**config.mk**
```make
export PLATFORM = sky130hd
export DESIGN_NAME = tlp_router
export DESIGN_NICKNAME = d
export VERILOG_FILES = /design/src/rtl/tlp_router_pkg.sv /design/src/rtl/tlp_router_stats.sv /design/src/rtl/tlp_router.sv
export SDC_FILE = /design/constraint.sdc
export NUM_CORES = 1
export LEC_CHECK = 0
export CORE_ASPECT_RATIO = 0.5
export CORE_MARGIN = 8
export CORE_UTILIZATION = 40
export DETAILED_ROUTE_END_ITERATION = 8
export PLACE_DENSITY = 0.76
export SYNTH_ARGS = -nofsm -noshare
export SYNTH_HDL_FRONTEND = slang
export SYNTH_HIERARCHICAL = 1
export SYNTH_SLANG_ARGS = --single-unit
export TNS_END_PERCENT = 1
```
**constraint.sdc**
```tcl
create_clock -name clk -period 2.4 [get_ports clk]
set_clock_uncertainty 0.15 [all_clocks]
set_input_delay 0.36 -clock clk [delete_from_list [all_inputs] [get_ports clk]]
set_output_delay 0.36 -clock clk [all_outputs]
set_load 0.05 [all_outputs]
```
**src/rtl/tlp_router_pkg.sv**
```systemverilog
// Shared constants and types for the TLP router.
// TLP_ROUTER_STATS_EN enables the per-destination push counters.
package tlp_router_pkg;

  localparam int DATA_W_DFLT   = 12;
  localparam int NUM_DEST_DFLT = 4;
  localparam int CNT_W         = 5;

  // Route field sits in the top two bits of the word.
  localparam int ROUTE_MSB_OFS = 1;
  localparam int ROUTE_LSB_OFS = 2;

  localparam logic [3:0] ST_CLEAR = 4'b0001;
  localparam logic [3:0] ST_INIT  = 4'b0010;
  localparam logic [3:0] ST_ACT0  = 4'b0100;
  localparam logic [3:0] ST_ACT1  = 4'b1000;

  typedef enum logic [2:0] {
    S_IDLE,
    S_FETCH,
    S_WAIT,
    S_ROUTE,
    S_STALL
  } fsm_t;

  function automatic logic is_active(
    input logic [3:0] st
  );
    return (st == ST_ACT0) || (st == ST_ACT1);
  endfunction

endpackage

```
**src/rtl/tlp_router_stats.sv**
```systemverilog
// Per-destination push counters, 5 bits each, wrapping.
// Instantiated only when TLP_ROUTER_STATS_EN is defined.
module tlp_router_stats
  import tlp_router_pkg::*;
#(
  parameter int NUM_DEST = NUM_DEST_DFLT
) (
  input  logic                      clk,
  input  logic                      reset,
  input  logic                      i_clear,
  input  logic [NUM_DEST-1:0]       i_push,
  output logic [CNT_W*NUM_DEST-1:0] o_count
);

  for (genvar g = 0; g < NUM_DEST; g++) begin : g_cnt
    logic [CNT_W-1:0] r_cnt;

    always_ff @(posedge clk or negedge reset) begin
      if (!reset) begin
        r_cnt <= '0;
      end else if (i_clear) begin
        r_cnt <= '0;
      end else if (i_push[g]) begin
        r_cnt <= r_cnt + 1'b1;
      end
    end

    assign o_count[g*CNT_W +: CNT_W] = r_cnt;
  end

endmodule

```
**src/rtl/tlp_router.sv**
```systemverilog
// Pops words from an upstream FIFO and pushes each to the queue named by its top two bits.
// TLP_ROUTER_STATS_EN adds per-destination push counters on dst_count.
module tlp_router
  import tlp_router_pkg::*;
#(
  parameter int DATA_W   = DATA_W_DFLT,
  parameter int NUM_DEST = NUM_DEST_DFLT
) (
  input  logic                      clk,
  input  logic                      reset,
  input  logic [3:0]                state,
  input  logic                      src_empty,
  input  logic [DATA_W-1:0]         src_data,
  output logic                      src_pop,
  input  logic [NUM_DEST-1:0]       dst_almost_full,
  output logic [NUM_DEST-1:0]       dst_push,
  output logic [DATA_W-1:0]         dst_data,
  output logic                      stall,
  output logic [CNT_W*NUM_DEST-1:0] dst_count
);

  fsm_t                r_fsm;
  logic [DATA_W-1:0]   r_hold;
  logic [DATA_W-1:0]   r_last;
  logic                r_src_pop;
  logic                r_stall;

  logic                w_active;
  logic                w_init;
  logic                w_clear;
  logic                w_route;
  logic                w_full;
  logic                w_push;
  logic [1:0]          w_idx;
  logic [NUM_DEST-1:0] w_push_vec;

  assign w_active = is_active(state);
  assign w_init   = (state == ST_INIT);
  assign w_clear  = (state == ST_CLEAR);

  assign w_idx   = r_hold[DATA_W-ROUTE_MSB_OFS:DATA_W-ROUTE_LSB_OFS];
  assign w_full  = dst_almost_full[w_idx];
  assign w_route = (r_fsm == S_ROUTE) || (r_fsm == S_STALL);
  assign w_push  = w_route && w_active && !w_full;

  always_comb begin
    w_push_vec = '0;
    if (w_push) begin
      w_push_vec[w_idx] = 1'b1;
    end
  end

  // Push is decided in the ROUTE/STALL cycle itself to keep 3-cycle throughput.
  assign dst_push = w_push_vec;
  assign dst_data = w_push ? r_hold : r_last;
  assign src_pop  = r_src_pop;
  assign stall    = r_stall;

  always_ff @(posedge clk or negedge reset) begin
    if (!reset) begin
      r_fsm     <= S_IDLE;
      r_hold    <= '0;
      r_last    <= '0;
      r_src_pop <= 1'b0;
      r_stall   <= 1'b0;
    end else if (w_clear) begin
      r_fsm     <= S_IDLE;
      r_hold    <= '0;
      r_last    <= '0;
      r_src_pop <= 1'b0;
      r_stall   <= 1'b0;
    end else begin
      if (w_push) begin
        r_last <= r_hold;
      end
      unique case (r_fsm)
        S_IDLE: begin
          if (w_active && !src_empty) begin
            r_fsm     <= S_FETCH;
            r_src_pop <= 1'b1;
          end
        end
        S_FETCH: begin
          r_fsm     <= S_WAIT;
          r_src_pop <= 1'b0;
        end
        S_WAIT: begin
          r_hold <= src_data;
          r_fsm  <= S_ROUTE;
        end
        S_ROUTE, S_STALL: begin
          if (w_push) begin
            r_stall <= 1'b0;
            if (!src_empty) begin
              r_fsm     <= S_FETCH;
              r_src_pop <= 1'b1;
            end else begin
              r_fsm <= S_IDLE;
            end
          end else if (!w_init) begin
            // Init freezes a held word in place; other inactive codes stall.
            r_fsm   <= S_STALL;
            r_stall <= 1'b1;
          end
        end
        default: begin
          r_fsm     <= S_IDLE;
          r_src_pop <= 1'b0;
          r_stall   <= 1'b0;
        end
      endcase
    end
  end

`ifdef TLP_ROUTER_STATS_EN
  tlp_router_stats #(
    .NUM_DEST (NUM_DEST)
  ) u_stats (
    .clk     (clk),
    .reset   (reset),
    .i_clear (w_clear),
    .i_push  (w_push_vec),
    .o_count (dst_count)
  );
`else
  assign dst_count = '0;
`endif

endmodule

```
==> results_dict.tcl <==
set metrics [dict create \
    fin_nets 252 \
    worstPathCellList "or3b_4 > a2111oi_4 > buf_6 > mux2_2 > buf_6" \
    grt_max_degree 30 \
    antenna_found_initial 0 \
    finalCritPeriodShare_pct 114.0 \
    r2r-start "r_fsm[2]$_DFFE_PN0P_" \
    layout_commonest_cell "dfrtp_1" \
    status "complete, but fails checks" \
    slowest_stage "or3b_4" \
    cp_num_buf_inv 2 \
    crit_family "simple AND/OR/NAND/NOR gates" \
    critPathRequiredTime_ns 1.89 \
    worst_slack_ns -0.3369 \
    finalSetupViolCount 16 \
    clockBufferDepth 2 \
    coreArea_mm2 0.003904 \
    regArea_um2 725.7 \
    cp-start-kind "flip-flop" \
    finalWirelength_um 4408 \
    leakage_nw 1.105 \
    final_core_util_pct 61.22 \
    start_util_pct 41.89 \
    dieArea_mm2 0.006514 \
    total_power_w 0.002526 \
    clkTransAtPathRegs_ns 0.06 \
    hold_ws_ns 0.3204 \
    hold_path.class "input pin to asynchronous set/reset pin" \
    syn_to_final_growth_pct 46.14 \
    hold_viol 0 \
    htree_levels 2 \
    die_x_um 106.4 \
    cp_max_fo 8 \
    synth.distinct_cells 34 \
    drive_above_1_share_pct 29.57 \
    holdBufCountCts 0 \
    io_pins 61 \
    cp-startpoint "r_fsm[2]$_DFFE_PN0P_" \
    synth_flop_cell "dfrtp_1" \
    synth_seq_cells 29 \
    grt_use_total_pct 13.93 \
    async_flop_share_pct 100.0 \
    dp_cells 273 \
    ys_seq_area_share_pct 44.38 \
    ant_nets 0 \
    dr.pass1.iters 4 \
    diodes 0 \
    insertion_delay_ns 0.28 \
    netlist_area_mm2 0.001635 \
    drtIter0Drc 42 \
    row_count 16 \
    fin_crit_ns 2.737 \
    violations "setup timing" \
    cts_buffers 5 \
    grt_remaining_overflow 0 \
    vias 1394 \
    cp-end-kind "output port" \
    finalNonFillerCells 284 \
    critPathKind "flip-flop to output port" \
    reg2reg_to "r_last[7]$_DFF_PN0_" \
    max_freq_mhz 365.4 \
    multiInputGateArea_um2 822.0 \
    dp_hpwl_um 3153 \
    reg2reg_slack_ns 0.19 \
    synth_edf_count 0 \
    drv_slew 0 \
    slew_headroom_pct 66.45 \
    cts_tree "built" \
    rsz0062_at_grt "yes" \
    worst_path_most_repeated_cell "buf_6" \
    yosys_warnings 6 \
    grt_pass1_vias 1497 \
    powerDensity_mw_per_mm2 1057 \
    slowest_delay_ns 0.42 \
    clock-sinks 29 \
    maxCapViolCount 0 \
    viasPerCell 4.908 \
    die-height_um 61.21 \
    tightest_slew_ns 0.5017 \
    worstPathArrival_ns 2.23 \
    grt_pass1_wl_um 7079 \
    routabilityCongestion 0.8455 \
    drc 0 \
    fillers 336 \
    r2r_cells 5 \
    avgSynthCellArea_um2 9.676 \
    syn_inst 169 \
    port_buffers 40 \
    layout_common_cells "dfrtp_1, nand2_1, conb_1" \
    ir_drop_uv 433.6 \
    wl_per_cell_um 15.52 \
    cts_root_buf "clkbuf_8" \
]
==> power breakdown <==
group          internal [W]  switching, W  leakage [nW]
registers          0.000668     0.0000890         0.380
clock network      0.000200      0.000181        0.0450
logic              0.000583      0.000806         0.680
==> Yosys cell counts, drive strengths merged (2+ instances only) <==
master | n | area share (%)
a21oi | 15 | 4.6
and2 | 15 | 5.7
and3 | 2 | 0.84
buf | 21 | 9.9
clkbuf | 7 | 1.6
dfrtp | 29 | 44
inv | 2 | 0.46
mux2 | 12 | 9.0
nand2 | 27 | 6.2
nand3b | 3 | 1.4
nor2 | 6 | 1.4
nor3 | 3 | 0.92
nor4b | 2 | 1.1
o211ai | 2 | 0.92
o21ai | 4 | 1.2
o22ai | 3 | 1.1
or2 | 2 | 0.76
==> per-stage QoR <==
step | setup slack, ns | cell area (µm²) | TNS [ns]
2_1_floorplan | -0.3148 | 1720 | -3.807
3_3_place_gp | -0.3734 | 2235 | -6.618
3_5_place_dp | -0.4292 | 2235 | -7.982
4_1_cts | -0.3361 | 2355 | -4.862
5_1_grt | -0.3900 | 2390 | -5.777
6_report | -0.3369 | 2390 | -4.859
==> state kept, by name (all words and copies together) (netlist names) <==
| name | flops |
|---|---|
| r_fsm | 3 |
| r_hold | 12 |
| r_last | 12 |
| src_pop | 1 |
| stall | 1 |
==> worst max path at each step <==
stage / slack, ns / end / depth (start not counted)
2_1_floorplan: -0.31 / dst_push[0] / 4
3_3_place_gp: -0.37 / dst_data[6] / 6
3_5_place_dp: -0.43 / dst_data[11] / 6
4_1_cts: -0.34 / dst_data[7] / 5
5_1_grt: -0.39 / dst_data[4] / 5
6_report: -0.34 / dst_data[5] / 5
==> per-layer routing <==
metal | track usage [%] | share of wire [%] | routed length, µm
met5 | 0 | 0 | 0
met4 | 6.337 | 1.8 | 80
met3 | 4.697 | 6.8 | 300
met2 | 24.12 | 47 | 2062
met1 | 15.74 | 45 | 1964
==> timing repair <==
action                     in CTS  in global routing
setup endpoints to repair      16                 16
pin swaps                       1                  0
gates resized for setup        16                  4
buffers inserted                0                  3
==> area by class of cell <==
cell class | count | area share, %
multi-input combinational | 129 | 34.40
sequential | 29 | 30.37
timing repair buffer | 62 | 28.64
clock buffer | 6 | 3.037
tap | 54 | 2.827
clock inverter | 2 | 0.4188
inverter | 2 | 0.3141
==> logic make-up (layout without fill, tap and decap cells) <==
kind of cell / count (synthesis) / after routing / synth area share (%)
AO/OA/AOI/OAI: 28 / 28 / 11.02
XOR/XNOR: 1 / 1 / 0.5357
buffers and inverters: 30 / 72 / 11.94
flip-flops: 29 / 29 / 44.38
multiplexers: 13 / 13 / 10.33
other: 1 / 20 / 0.2293
AND/OR/NAND/NOR: 67 / 67 / 21.58
==> worst register-to-register path: cells and delay by family, from the launching register on <==
kind / cells / cell delay [ns]
AO/OA/AOI/OAI: 1 / 0.37
buffers and inverters: 1 / 0.19
flip-flops: 1 / 0.41
multiplexers: 1 / 0.38
AND/OR/NAND/NOR: 2 / 0.59
No activity file was read; power rests on OpenSTA's default activity.
